==> src/rtl/fetch_stage.sv <==
// Instruction fetch stage with IF/ID register, one-entry skid buffer and I-cache handshake.
// Optional macro FETCH_HLT_DETECT_EN: halt fetch locally on a captured HLT opcode (4'hF).
module fetch_stage #(
  parameter logic [15:0] RESET_PC  = 16'h0000,
  parameter logic [15:0] NOP_INSTR = 16'h0000
) (
  input  logic        clk,
  input  logic        rst,
  input  logic        stall,
  input  logic        redirect,
  input  logic [15:0] redirectPc,
  input  logic        hltIn,
  output logic [15:0] iAddr,
  output logic        iRdEn,
  input  logic [15:0] iData,
  input  logic        iRdy,
  output logic [15:0] ifIdInstr,
  output logic [15:0] ifIdPcPlus1,
  output logic        ifIdValid,
  output logic        halted
);

  typedef enum logic [1:0] {RUN, MISS, DRAIN, HALT} stateT;

  stateT       state, nState;
  logic [15:0] pc, nPc;
  logic [15:0] drainAddr, nDrainAddr;
  logic        haltPending, nHaltPending;
  logic        skidValid, nSkidValid;
  logic [15:0] skidInstr, nSkidInstr;
  logic [15:0] skidPcPlus1, nSkidPcPlus1;
  logic [15:0] nIfIdInstr, nIfIdPcPlus1;
  logic        nIfIdValid;

  logic [15:0] pcPlus1;
  logic        fetchHit, outstanding, hltHit;

  assign pcPlus1     = pc + 16'd1;
  assign fetchHit    = iRdEn && iRdy && (state == RUN || state == MISS);
  assign outstanding = iRdEn && !iRdy;

`ifdef FETCH_HLT_DETECT_EN
  assign hltHit = (iData[15:12] == 4'hF);
`else
  assign hltHit = 1'b0;
`endif

  always_ff @(posedge clk or posedge rst) begin
    if (rst) begin
      state       <= RUN;
      pc          <= RESET_PC;
      drainAddr   <= '0;
      haltPending <= 1'b0;
      skidValid   <= 1'b0;
      skidInstr   <= NOP_INSTR;
      skidPcPlus1 <= '0;
      ifIdInstr   <= NOP_INSTR;
      ifIdPcPlus1 <= '0;
      ifIdValid   <= 1'b0;
    end else begin
      state       <= nState;
      pc          <= nPc;
      drainAddr   <= nDrainAddr;
      haltPending <= nHaltPending;
      skidValid   <= nSkidValid;
      skidInstr   <= nSkidInstr;
      skidPcPlus1 <= nSkidPcPlus1;
      ifIdInstr   <= nIfIdInstr;
      ifIdPcPlus1 <= nIfIdPcPlus1;
      ifIdValid   <= nIfIdValid;
    end
  end

  // Priority: hltIn > local HLT detect > redirect > drain completion > stall > normal fetch.
  // An outstanding request (iRdEn && !iRdy) is always parked in DRAIN so the bus stays stable.
  always_comb begin
    nState       = state;
    nPc          = pc;
    nDrainAddr   = drainAddr;
    nHaltPending = haltPending;
    nSkidValid   = skidValid;
    nSkidInstr   = skidInstr;
    nSkidPcPlus1 = skidPcPlus1;
    nIfIdInstr   = ifIdInstr;
    nIfIdPcPlus1 = ifIdPcPlus1;
    nIfIdValid   = ifIdValid;
    if (state == HALT) begin
      if (hltIn || (!stall && !skidValid)) begin
        nIfIdInstr = NOP_INSTR;
        nIfIdValid = 1'b0;
        nSkidValid = 1'b0;
      end else if (!stall) begin
        nIfIdInstr   = skidInstr;
        nIfIdPcPlus1 = skidPcPlus1;
        nIfIdValid   = 1'b1;
        nSkidValid   = 1'b0;
      end
    end else if (hltIn) begin
      nIfIdInstr = NOP_INSTR;
      nIfIdValid = 1'b0;
      nSkidValid = 1'b0;
      if (outstanding) begin
        nState       = DRAIN;
        nHaltPending = 1'b1;
        if (state != DRAIN) nDrainAddr = pc;
      end else begin
        nState       = HALT;
        nHaltPending = 1'b0;
      end
    end else if (fetchHit && hltHit) begin
      nPc    = pcPlus1;
      nState = HALT;
      if (stall) begin
        nSkidValid   = 1'b1;
        nSkidInstr   = iData;
        nSkidPcPlus1 = pcPlus1;
      end else begin
        nIfIdInstr   = iData;
        nIfIdPcPlus1 = pcPlus1;
        nIfIdValid   = 1'b1;
      end
    end else if (redirect) begin
      nPc        = redirectPc;
      nIfIdInstr = NOP_INSTR;
      nIfIdValid = 1'b0;
      nSkidValid = 1'b0;
      if (outstanding) begin
        nState = DRAIN;
        if (state != DRAIN) nDrainAddr = pc;
      end else if (state == DRAIN) begin
        nState       = haltPending ? HALT : RUN;
        nHaltPending = 1'b0;
      end else begin
        nState = RUN;
      end
    end else if (state == DRAIN) begin
      if (!stall) begin
        nIfIdInstr = NOP_INSTR;
        nIfIdValid = 1'b0;
      end
      if (iRdy) begin
        nState       = haltPending ? HALT : RUN;
        nHaltPending = 1'b0;
      end
    end else if (stall) begin
      if (fetchHit) begin
        nSkidValid   = 1'b1;
        nSkidInstr   = iData;
        nSkidPcPlus1 = pcPlus1;
        nPc          = pcPlus1;
        nState       = RUN;
      end else if (outstanding) begin
        nState = MISS;
      end
    end else if (skidValid) begin
      nIfIdInstr   = skidInstr;
      nIfIdPcPlus1 = skidPcPlus1;
      nIfIdValid   = 1'b1;
      nSkidValid   = 1'b0;
    end else if (fetchHit) begin
      nIfIdInstr   = iData;
      nIfIdPcPlus1 = pcPlus1;
      nIfIdValid   = 1'b1;
      nPc          = pcPlus1;
      nState       = RUN;
    end else begin
      nIfIdInstr = NOP_INSTR;
      nIfIdValid = 1'b0;
      if (outstanding) nState = MISS;
    end
  end

  always_comb begin
    iRdEn  = 1'b0;
    iAddr  = pc;
    halted = 1'b0;
    case (state)
      RUN:   iRdEn = !skidValid;
      MISS:  iRdEn = 1'b1;
      DRAIN: begin
        iRdEn = 1'b1;
        iAddr = drainAddr;
      end
      HALT:  halted = 1'b1;
      default: ;
    endcase
    if (rst) iRdEn = 1'b0;
  end

endmodule

==> config.mk <==
export PLATFORM = sky130hd
export DESIGN_NAME = fetch_stage
export DESIGN_NICKNAME = d
export VERILOG_FILES = /design/src/rtl/fetch_stage.sv
export SDC_FILE = /design/constraint.sdc
export NUM_CORES = 1
export LEC_CHECK = 0
export BUFFER_PORTS_ARGS = -buffer_cell sky130_fd_sc_hd__buf_2
export CAP_MARGIN = 30
export CORE_AREA = 2 2 96 107
export DETAILED_ROUTE_END_ITERATION = 10
export DIE_AREA = 0 0 98 109
export PLACE_DENSITY_LB_ADDON = 0.25
export SYNTH_ARGS = -nofsm -noshare
export SYNTH_HDL_FRONTEND = slang
export SYNTH_SLANG_ARGS = --single-unit
==> constraint.sdc <==
create_clock -name clk -period 5.2 [get_ports clk]
set_clock_uncertainty 0.2 [all_clocks]
set_input_delay 1.56 -clock clk [delete_from_list [all_inputs] [get_ports clk]]
set_output_delay 1.56 -clock clk [all_outputs]
set_load 0.03 [all_outputs]
# After elaboration in Yosys (flattened, before gate mapping)

Cells that the tools add are included.

Register bits: 101
Input port bits: 38
Logic and storage cells: 126

Add/subtract/negate cells: 1
Equal/unequal tests: 19
Mux-type cells: 68
Bitwise logic cells: 4
Reduce and logical (&&, ||, !) cells: 24

Operator list:

| cell                    | count |
|---|---|
| $mux W16                | 29 |
| $mux W1                 | 27 |
| $mux W2                 | 11 |
| $add A16 B1 Y16 const B | 1 |
| $reduce_bool A3 Y1      | 4 |
| $ne A2 B2 Y1 const B    | 5 |
| $ne A4 B4 Y1 const B    | 2 |
| $reduce_and A7 Y1       | 1 |
| $ne A3 B3 Y1 const B    | 2 |
| $reduce_and A3 Y1       | 2 |
| $reduce_and A6 Y1       | 1 |
| $ne A5 B1 Y1 const B    | 1 |
| $ne A5 B4 Y1 const B    | 1 |
| $reduce_and A5 Y1       | 1 |
| $eq A2 B2 Y1 const B    | 2 |
| $logic_and A1 B1 Y1     | 4 |
| $ne A2 B1 Y1 const B    | 2 |
| $ne A4 B1 Y1 const B    | 1 |
| $not A1 Y1              | 4 |
| $reduce_and A2 Y1       | 2 |
| $reduce_and A4 Y1       | 1 |
| $logic_not A1 Y1        | 3 |
| $ne A3 B1 Y1 const B    | 1 |
| $ne A3 B2 Y1 const B    | 1 |
| other kinds (6)         | 7 |

# Logic depth before layout (Yosys ltp)

Gate-level depths: netlist of the first run.

Word-level depth: 13
Gate-level depth with buffers: 9
Depth with buffers taken out: 7

# Worst setup path after synthesis of the first run

OpenSTA, ideal clock, no wires.

Path type: reg2out
Start: register state[0]
End: output port iAddr[10]
Arrival: 1999 ps
Required time: 3440 ps
Path slack: 1441 ps
Cell stages (with the launch flop): 7
Path buffers: 3
Cell sequence: dfrtp_1 > inv_1 > ha_1 > buf_2 > buf_1 > buf_1 > o21ai_0

Cells in the longest elaborated chain, start to end: 2

RTL lines:

| what                   | RTL line | RTL |
|---|---|---|
| from (decl)            | 25       | `stateT state, nState;` |
| from (signal assigned) | 61       | `state <= nState;` |
| $eq A2 B2 Y1           | 177      | `case (state)` |
| $mux W16               | 177      |  |
| to (decl)              | 13       | `output logic [15:0] iAddr,` |

No other way between the ends.

# Worst setup path after layout of the first run

Start: input port rst
End: output port iRdEn

Cells in the longest elaborated chain, start to end: 1

RTL lines:

| what        | RTL line | RTL |
|---|---|---|
| from (decl) | 8        | `input logic rst,` |
| $mux W1     | 187      | `if (rst) iRdEn = 1'b0;` |
| to (decl)   | 14       | `output logic iRdEn,` |

No other way between the ends.

==> metrics, run 1 <==
via count=3991; ratio of total power to cell area=242 mW/mm^2; Tot GR Track Use=0.228; fin crit share=0.755; Core ar.=0.00965 sq mm; Pre-Repair DR Iteration Count=4; syn nets=540; crit-path most repeated cell=sky130_fd_sc_hd__buf_2; CTS Buffer Depth=2; max-capacitance violation count=0; Top delay family on crit path=buffers and inverters; wire length of the first global-routing pass=19800 microns; part of the total power dissipated in combinational logic=0.080; postcts setup bufs=0; leak pwr=3.02 nW; Final Slew Violations=0; Final ANT Viol Nets=0; Synth-to-Final Area Change=12.9%; worst slack after detailed placement=1200 ps; grt ovf=0; Seq pwr share=0.566; time the final worst path needs with I/O delays and setup=3930 ps; unrepaired setup endpoints after global routing=false; Horiz. Die Dim=98 microns; Largest stage delay, worst path=180 ps; type of the worst setup path=in -> out; height of the die=109 microns; Initial Utilization=0.544; internal power contribution=0.00106 W; Post-CTS Hold Fix Bufs=0; category of the worst setup path launch point=input port; Clock Tree Root=sky130_fd_sc_hd__clkbuf_8; Switching Power=0.000374 W; Post-Syn Area=0.00525 sq mm; routability-driven placement congestion ratio=0.898; setup slack after layout=1270 ps; fraction of power consumed by the clock network=0.354; post-layout net count=610; run status=finished clean; post-route DRC violation count=0; average wire per standard cell=17.1 microns; switching power share of the total=0.261; CP max FO=5; sequential cell area fraction in the yosys report=0.481; number of clock sinks=101; Seq cells post-synth=101; number of antenna repair diodes=0; buffer and inverter count on the worst path=3; synthesized instance count=496; list of cells traversed by the critical path=buf_2 -> nor2_2 -> o21ai_2 -> inv_1 -> buf_2; antenna violations before repair=0; crit path max-delay cell type=sky130_fd_sc_hd__buf_2; I/O pin total=89; Avg Vias per Cell=5.78; insertion delay to the later sink of the worst-skew pair=360 ps; Main synth FF type=sky130_fd_sc_hd__dfrtp_1; vias in the first global route=4037; number of enable flip-flop cells after synthesis=0; worst min path class=reg -> reg; mean instance size in the synthesized netlist=10.6 sq um; pin count of the biggest net entering global routing=44; Max rail drop VDD=0.153 mV; transition time at the pin with the least slew margin=919 ps; clock tree from TritonCTS=built; CTS H-tree lvls=3; highest attainable clock frequency=255 MHz; Worst slew margin=0.385; final hold violation count=0; WP data arrival=2170 ps; clock input transition at the sequential cells of the worst setup and hold paths=90 ps; Inserted Clock Buffers=9; count of routing violations after the opening detailed-route iteration=197; total negative setup slack=0 ps; fraction of synthesis flops using an asynchronous set or reset pin=1.00; distinct cell type count after synthesis=61; layout cell share with drive strength beyond 1=0.315; final routed wirelength across all metal layers=11800 microns; number of buffer cells added on primary ports=88; cts repair resizes=0; yosys warns=0; overall die area=0.0107 sq mm; total setup violations reported at the end of the flow=0; number of core rows=38; kind of end point of the critical path=primary output; worst hold margin=280 ps; Worst EP required=3440 ps; HPWL after detailed placement=8440 microns; fin util=0.614
routing by layer:
layer / up-vias / track usage / routed length, microns
li1: 1933 / - / -
met1: 1930 / 0.296 / 5090
met2: 115 / 0.389 / 5810
met3: 13 / 0.0429 / 724
met4: 0 / 0.0744 / 172
met5: - / 0 / 0
cell families after synthesis:
family                   count (synthesis)  share of synthesized area
buffers and inverters                   50                     0.0469
AO/OA/AOI/OAI                          150                      0.191
adder cells (fa/ha/maj)                  6                     0.0143
flip-flops                             101                      0.481
AND/OR/NAND/NOR                        124                      0.135
XOR/XNOR                                14                     0.0233
multiplexers                            51                      0.109
synthesized netlist by cell type, types with 3 or more instances:
cell                          n  area, sq um
sky130_fd_sc_hd__a211oi_1    11         82.6
sky130_fd_sc_hd__a21o_1      27          203
sky130_fd_sc_hd__a21oi_1     35          175
sky130_fd_sc_hd__a22o_1      15          131
sky130_fd_sc_hd__and4_1       7         61.3
sky130_fd_sc_hd__buf_1        4         15.0
sky130_fd_sc_hd__buf_2       16         80.1
sky130_fd_sc_hd__buf_4        6         45.0
sky130_fd_sc_hd__clkbuf_1     9         33.8
sky130_fd_sc_hd__dfrtp_1    101         2530
sky130_fd_sc_hd__ha_1         6         75.1
sky130_fd_sc_hd__inv_1       11         41.3
sky130_fd_sc_hd__mux2_2      48          541
sky130_fd_sc_hd__mux2i_1      3         30.0
sky130_fd_sc_hd__nand2_1     23         86.3
sky130_fd_sc_hd__nand3_1      7         35.0
sky130_fd_sc_hd__nor2_1      42          158
sky130_fd_sc_hd__nor2b_1      5         31.3
sky130_fd_sc_hd__nor3_1      16         80.1
sky130_fd_sc_hd__nor4_2       5         62.6
sky130_fd_sc_hd__o21a_1       4         30.0
sky130_fd_sc_hd__o21ai_0     29          145
sky130_fd_sc_hd__o22ai_1      7         43.8
sky130_fd_sc_hd__o2bb2ai_1    3         26.3
sky130_fd_sc_hd__xnor2_1     12          105
final timing paths:
kind                                   to  slack (ps)  cells after the start           start
setup / recovery                    iRdEn        1270                      5             rst
hold / removal             ifIdPcPlus1[9]         280                      1  ifIdPcPlus1[9]
setup reg to reg           ifIdPcPlus1[2]        2130                      7        state[1]
hold reg to reg            ifIdPcPlus1[9]         280                      1  ifIdPcPlus1[9]
max in group asynchronous  skidPcPlus1[5]        2860                      3             rst
min in group asynchronous        state[0]        1030                      2             rst
final cells by class:
type / instances / area (sq um)
well taps: 120 / 150
multi-input cells: 345 / 2480
clock inverters: 6 / 70.1
flip-flops and latches: 101 / 2530
clock buffers: 10 / 128
inverters: 12 / 47.5
fillers: 834 / 3720
repair buffers: 97 / 528
sequential cells by signal (all words and copies together), names as in the netlist:
| register | cells |
|---|---|
| drainAddr | 16 |
| haltPending | 1 |
| ifIdInstr | 16 |
| ifIdPcPlus1 | 16 |
| ifIdValid | 1 |
| pc | 16 |
| skidInstr | 16 |
| skidPcPlus1 | 16 |
| skidValid | 1 |
| state | 2 |
power groups by stage:
stage          combinational, W  clock, W  sequential [W]
6_report               0.000115  0.000507        0.000811
5_1_grt                0.000126  0.000548        0.000813
4_1_cts                0.000116  0.000518        0.000810
3_5_place_dp           0.000116         0        0.000826
3_3_place_gp           0.000113         0        0.000825
2_1_floorplan         0.0000854         0        0.000815
cell usage in the layout, fill, tap and decap left out, types with 6 or more instances in the layout:
cell / netlist / routed
sky130_fd_sc_hd__buf_4: 6 / 8
sky130_fd_sc_hd__a21o_1: 27 / 27
sky130_fd_sc_hd__nor2_1: 42 / 42
sky130_fd_sc_hd__clkbuf_8: 0 / 9
sky130_fd_sc_hd__a211oi_1: 11 / 11
sky130_fd_sc_hd__o22ai_1: 7 / 7
sky130_fd_sc_hd__ha_1: 6 / 6
sky130_fd_sc_hd__o21ai_0: 29 / 29
sky130_fd_sc_hd__inv_1: 11 / 10
sky130_fd_sc_hd__mux2_2: 48 / 48
sky130_fd_sc_hd__nor3_1: 16 / 16
sky130_fd_sc_hd__dfrtp_1: 101 / 101
sky130_fd_sc_hd__a21oi_1: 35 / 35
sky130_fd_sc_hd__nand3_1: 7 / 7
sky130_fd_sc_hd__xnor2_1: 12 / 12
sky130_fd_sc_hd__a22o_1: 15 / 15
sky130_fd_sc_hd__nand2_1: 23 / 23
sky130_fd_sc_hd__buf_2: 16 / 88
sky130_fd_sc_hd__and4_1: 7 / 7
worst register-to-register path, delay by kind of cell, from the launching register on:
family                     cells  cell delay [ps]
AOI/OAI and AO/OA              3             1380
adders and majority gates      1              560
DFF                            1              420
buffers and inverters          2              390
and+or+nand+nor                1               50
stage by stage:
step           std cells  total power [W]  cell area (sq um)
2_1_floorplan        496         0.000901               5250
3_3_place_gp         674         0.000938               5710
3_5_place_dp         675         0.000942               5730
4_1_cts              691          0.00144               5930
5_1_grt              691          0.00149               5930
6_report             691          0.00143               5930
Note: power is estimated with default switching activity, not from simulation.
==> run 2: changes to the inputs <==
--- a/config.mk
+++ b/config.mk
@@ -7,9 +7,9 @@
 export LEC_CHECK = 0
 export BUFFER_PORTS_ARGS = -buffer_cell sky130_fd_sc_hd__buf_2
 export CAP_MARGIN = 30
-export CORE_AREA = 2 2 96 107
+export CORE_AREA = 2 2 100 112
 export DETAILED_ROUTE_END_ITERATION = 10
-export DIE_AREA = 0 0 98 109
+export DIE_AREA = 0 0 102 114
 export PLACE_DENSITY_LB_ADDON = 0.25
 export SYNTH_ARGS = -nofsm -noshare
 export SYNTH_HDL_FRONTEND = slang
==> constraint.sdc (replaced) <==
create_clock -name clk -period 3.2 [get_ports clk]
set_clock_uncertainty 0.2 [all_clocks]
set_input_delay 0.96 -clock clk [delete_from_list [all_inputs] [get_ports clk]]
set_output_delay 0.96 -clock clk [all_outputs]
set_load 0.03 [all_outputs]
==> run 2 against run 1 <==
Net effect: hold slack got worse by 11 ps; total power rose by 80%; via count rose by 2.0%; register-to-register slack got worse by 1800 ps; first-iteration DRC count fell by 3.6%; sequential share of layout area fell by 1.4 points; combinational power rose by 70%; non-clock buffer count rose by 7; core utilization fell by 3.7 points; critical path type is now reg -> out.
==> metrics, run 2 (synthesized netlist as in run 1, its figures left out) <==
placed cell count=709; Core ar.=0.0106 sq mm; grt peak-use layer=met2; Synth-to-Final Area Change=16.7%; number of buffer cells added on primary ports=88; worst flop-to-flop path startpoint=state[1]; wire length of the first global-routing pass=20100 microns; CP max FO=26; Initial Utilization=0.495; Tot GR Track Use=0.220; routability-driven placement congestion ratio=0.803; Reg-to-Reg End=ifIdPcPlus1[8]; clock input transition at the sequential cells of the worst setup and hold paths=70 ps; number of clock sinks=101; average wire per standard cell=16.4 microns; Inserted Clock Buffers=9; post-route DRC violation count=0; category of the worst setup path launch point=flip-flop; via count=4071; FF/Latch Area=0.00253 sq mm; layout cell share with drive strength beyond 1=0.325; Horiz. Die Dim=102 microns; Final ANT Viol Nets=0; postcts setup bufs=0; transition time at the pin with the least slew margin=949 ps; WP data arrival=1940 ps; insertion delay to the later sink of the worst-skew pair=350 ps; vias in the first global route=4187; grt ovf=0; worst min path class=reg -> reg; height of the die=114 microns; most frequent standard cell in the layout excluding fill and tap cells=sky130_fd_sc_hd__dfrtp_1; end point of the critical path=iAddr[8]; Pre-Repair DR Iteration Count=4; run status=finished clean; CTS Buffer Depth=2; final hold violation count=0; R2R cell count=6; type of the worst setup path=reg -> out; Final Slew Violations=0; fin crit share=0.969; finished layout cell area=0.00613 sq mm; kind of end point of the critical path=primary output; CTS H-tree lvls=3; Worst EP required=2040 ps; Avg Vias per Cell=5.62; number of core rows=40; met3 Track Usage GR=0.0447; clock tree from TritonCTS=built; Worst slew margin=0.364; GR Util met2=0.368; time the final worst path needs with I/O delays and setup=3100 ps; layout filler cell count=956; I/O pin total=89; highest attainable clock frequency=322 MHz; Max rail drop VDD=0.248 mV; overall die area=0.0116 sq mm; total negative setup slack=0 ps; HPWL after detailed placement=8500 microns; post-layout net count=617; area taken by multi-input logic gates=0.00248 sq mm; total setup violations reported at the end of the flow=0; number of antenna repair diodes=0; commonest cells after routing, fill and taps aside=sky130_fd_sc_hd__dfrtp_1 (101), sky130_fd_sc_hd__buf_2 (88), sky130_fd_sc_hd__mux2_2 (48); number of non-filler instances in the completed layout=725; met1 track demand over resource=0.275; post-detailed-placement cell area=0.00584 sq mm; antenna violations before repair=0; critical path startpoint=state[0]; ratio of total power to cell area=421 mW/mm^2; Clock Tree Root=sky130_fd_sc_hd__clkbuf_16; worst reg2reg setup slack=380 ps; max-capacitance violation count=0; leak pwr=3.10 nW; pin count of the biggest net entering global routing=46; final routed wirelength across all metal layers=11900 microns; count of routing violations after the opening detailed-route iteration=190
-- run 2: cell count changes in the layout (fill, tap and decap cells not counted), moves of 2 or more --
| cell | previous run | this run |
|---|---|---|
| sky130_fd_sc_hd__clkinv_4 | 0 | 2 |
| sky130_fd_sc_hd__clkbuf_16 | 0 | 9 |
| sky130_fd_sc_hd__buf_4 | 8 | 12 |
| sky130_fd_sc_hd__clkbuf_8 | 9 | 0 |
| sky130_fd_sc_hd__buf_12 | 0 | 3 |
-- run 2: power breakdown --
| group | internal (W) | total [W] | switching (W) | leakage (nW) |
|---|---|---|---|---|
| clock network | 0.000547 | 0.00107 | 0.000525 | 0.140 |
| logic | 0.0000699 | 0.000196 | 0.000126 | 1.57 |
| registers | 0.00129 | 0.00132 | 0.0000278 | 1.39 |
-- run 2: cell type report --
| type | instances | share of cell area |
|---|---|---|
| Sequential cell | 101 | 0.412 |
| Tap cell | 147 | 0.0300 |
| Multi-Input combinational cell | 345 | 0.404 |
| Clock buffer | 9 | 0.0367 |
| Timing Repair Buffer | 104 | 0.0981 |
| Clock inverter | 7 | 0.0106 |
| Inverter | 12 | 0.00796 |
-- run 2: critical path, cell delays in order (launching register included) --
cell and delay, ps:
sky130_fd_sc_hd__dfrtp_1 410, sky130_fd_sc_hd__inv_1 160, sky130_fd_sc_hd__ha_1 190, sky130_fd_sc_hd__buf_6 260, sky130_fd_sc_hd__mux2_2 380, sky130_fd_sc_hd__buf_2 180
-- run 2: stage by stage --
step | total power, W | util | worst slack, ps | hold WS [ps]
6_report | 0.00258 | 0.578 | 98.4 | 269
5_1_grt | 0.00269 | 0.578 | -0.0782 | 291
4_1_cts | 0.00261 | 0.578 | 18.5 | 277
3_5_place_dp | 0.00154 | 0.550 | 278 | 261
3_3_place_gp | 0.00153 | 0.550 | 325 | 261
2_1_floorplan | 0.00146 | - | 40.8 | 275
-- run 2: per-layer routing --
layer,part of all wire,up-vias
li1,-,1958
met1,0.42,1987
met5,0,-
met3,0.056,21
met2,0.50,105
met4,0.022,0
-- run 2: how the worst min path moves through the flow --
stage | to | cells after the start | start | slack, ps
after floorplan | drainAddr[0] | 1 | drainAddr[0] | 270
after global placement | ifIdPcPlus1[0] | 2 | ifIdPcPlus1[0] | 260
after detailed placement | ifIdPcPlus1[5] | 1 | ifIdPcPlus1[5] | 260
after CTS | ifIdPcPlus1[5] | 1 | ifIdPcPlus1[5] | 280
after global routing | ifIdPcPlus1[5] | 1 | ifIdPcPlus1[5] | 290
final | ifIdPcPlus1[6] | 1 | ifIdPcPlus1[6] | 270
-- run 2: repair_timing --
| item | 4_1_cts | 5_1_grt |
|---|---|---|
| gates resized for setup | 0 | 1 |
| hold buffers | 0 | 0 |
| setup endpoints to repair | 0 | 14 |
==> run 3: changes to the inputs <==
--- a/config.mk
+++ b/config.mk
@@ -7,9 +7,11 @@
 export LEC_CHECK = 0
 export BUFFER_PORTS_ARGS = -buffer_cell sky130_fd_sc_hd__buf_2
 export CAP_MARGIN = 30
-export CORE_AREA = 2 2 100 112
+export CELL_PAD_IN_SITES_DETAIL_PLACEMENT = 1
+export CELL_PAD_IN_SITES_GLOBAL_PLACEMENT = 1
+export CORE_AREA = 2 2 113 126
 export DETAILED_ROUTE_END_ITERATION = 10
-export DIE_AREA = 0 0 102 114
+export DIE_AREA = 0 0 115 128
 export PLACE_DENSITY_LB_ADDON = 0.25
 export SYNTH_ARGS = -nofsm -noshare
 export SYNTH_HDL_FRONTEND = slang
==> run 3 against run 2 <==
Net effect: setup slack improved by 32 ps; count of clock-buffer cells in the layout unchanged; sequential cell count unchanged; sequential share of layout area shrank 0.19 points; critical endpoint is now iAddr[13]; largest power group unchanged; highest routed layer unchanged.
==> metrics, run 3 (synthesized netlist as in run 1, its figures left out) <==
commonest cells after routing, fill and taps aside=sky130_fd_sc_hd__dfrtp_1 (101), sky130_fd_sc_hd__buf_2 (88), sky130_fd_sc_hd__mux2_2 (48); max-capacitance violation count=0; time the final worst path needs with I/O delays and setup=3070 ps; Core ar.=0.0135 sq mm; CTS H-tree lvls=3; worst flop-to-flop path startpoint=state[0]; Final ANT Viol Nets=0; total negative setup slack=0 ps; postcts setup bufs=0; WP data arrival=1910 ps; wire length of the first global-routing pass=22000 microns; final hold violation count=0; unrepaired setup endpoints after global routing=false; routability-driven placement congestion ratio=0.813; Horiz. Die Dim=115 microns; antenna violations before repair=0; fin util=0.456; CTS Buffer Depth=2; insertion delay to the later sink of the worst-skew pair=350 ps; vias in the first global route=4372; crit path max-delay cell type=sky130_fd_sc_hd__dfrtp_1; count of routing violations after the opening detailed-route iteration=173; Initial Utilization=0.389; fin crit share=0.959; Endpoint, Worst Hold=ifIdPcPlus1[5]; Largest stage delay, worst path=420 ps; Inserted Clock Buffers=9; number of buffer cells added on primary ports=88; clock tree from TritonCTS=built; overall die area=0.0147 sq mm; clock input transition at the sequential cells of the worst setup and hold paths=80 ps; Top delay family on crit path=buffers and inverters; leak pwr=3.10 nW; layout cell share with drive strength beyond 1=0.328; R2R cell count=7; number of non-filler instances in the completed layout=741; run status=finished clean; Reg-to-Reg End=ifIdInstr[8]; worst hold path depth=1; Avg Vias per Cell=5.58; kind of end point of the critical path=primary output; total setup violations reported at the end of the flow=0; Hold Path Origin=ifIdPcPlus1[5]; pin count of the biggest net entering global routing=46; Clock Tree Root=sky130_fd_sc_hd__clkbuf_16; Pre-Repair DR Iteration Count=5; placed cell count=725; most frequent standard cell in the layout excluding fill and tap cells=sky130_fd_sc_hd__dfrtp_1; Post-CTS Hold Fix Bufs=0; via count=4136; list of cells traversed by the critical path=inv_1 -> ha_1 -> buf_6 -> mux2_2 -> buf_2; height of the die=128 microns; transition time at the pin with the least slew margin=996 ps; I/O pin total=89; overall power consumption=0.00261 W; number of core rows=45; Worst EP required=2040 ps; Synth-to-Final Area Change=17.3%; ratio of total power to cell area=424 mW/mm^2; grt ovf=0; highest attainable clock frequency=326 MHz; Final Slew Violations=0; number of clock sinks=101; average wire per standard cell=18.1 microns; buffer and inverter count on the worst path=3; post-route DRC violation count=0; Tot GR Track Use=0.192; Worst slew margin=0.332; worst reg2reg setup slack=550 ps; CP max FO=21; category of the worst setup path launch point=flip-flop; HPWL after detailed placement=9640 microns; type of the worst setup path=reg -> out; worst min path class=reg -> reg; post-layout net count=616; Max rail drop VDD=0.195 mV; layout filler cell count=1541; number of antenna repair diodes=0; final routed wirelength across all metal layers=13400 microns
==> run 3: power by group <==
| group | leakage (nW) | switching (W) | total (W) | internal (W) |
|---|---|---|---|---|
| registers | 1.39 | 0.0000292 | 0.00132 | 0.00129 |
| clock network | 0.148 | 0.000543 | 0.00110 | 0.000556 |
| logic | 1.57 | 0.000128 | 0.000197 | 0.0000693 |
| total | 3.10 | 0.000700 | 0.00261 | 0.00191 |
==> run 3: layout make-up <==
cell class	instances	area, sq um	area share
Sequential cell	101	2530	0.410
Multi-Input combinational cell	345	2490	0.404
Timing Repair Buffer	103	594	0.0965
Clock buffer	9	225	0.0366
Tap cell	164	205	0.0333
Clock inverter	7	73.8	0.0120
Inverter	12	48.8	0.00792
==> run 3: through the flow <==
stage | setup WS (ps) | hold WS, ps | area (sq um)
finish | 131 | 275 | 6160
global placement | 320 | 255 | 5860
global route | 33.4 | 292 | 6160
floorplan | 40.8 | 275 | 5260
CTS | 58.3 | 277 | 6150
detailed placement | 201 | 260 | 5860
==> run 3: worst register-to-register path, delay by kind of cell, from the launching register on <==
family / cells / cell delay, ps
AO/OA/AOI/OAI: 1 / 240
buffers and inverters: 2 / 310
AND/OR/NAND/NOR: 3 / 1210
flip-flops: 1 / 410
adder cells (fa/ha/maj): 1 / 230
==> run 3: repair_timing <==
item | CTS | global route
setup endpoints to repair | 0 | 8
hold endpoints to repair | 0 | 0
gates resized for setup | 0 | 2
==> run 3: routing by layer <==
layer / GRT usage / share of wire / up-vias
met2: 0.333 / 0.52 / 96
met4: 0.0787 / 0.022 / 0
met1: 0.230 / 0.42 / 2076
met5: 0 / 0 / -
met3: 0.0397 / 0.039 / 19
li1: - / - / 1945
==> run 3: how the worst max path moves through the flow <==
stage	from	to	slack, ps	cells after the start
6_report	state[0]	iAddr[13]	130	5
5_1_grt	state[0]	iAddr[7]	30	5
4_1_cts	state[0]	iAddr[13]	60	5
3_5_place_dp	redirect	ifIdInstr[13]	200	5
3_3_place_gp	iRdy	ifIdInstr[7]	320	6
2_1_floorplan	state[0]	iAddr[10]	40	6
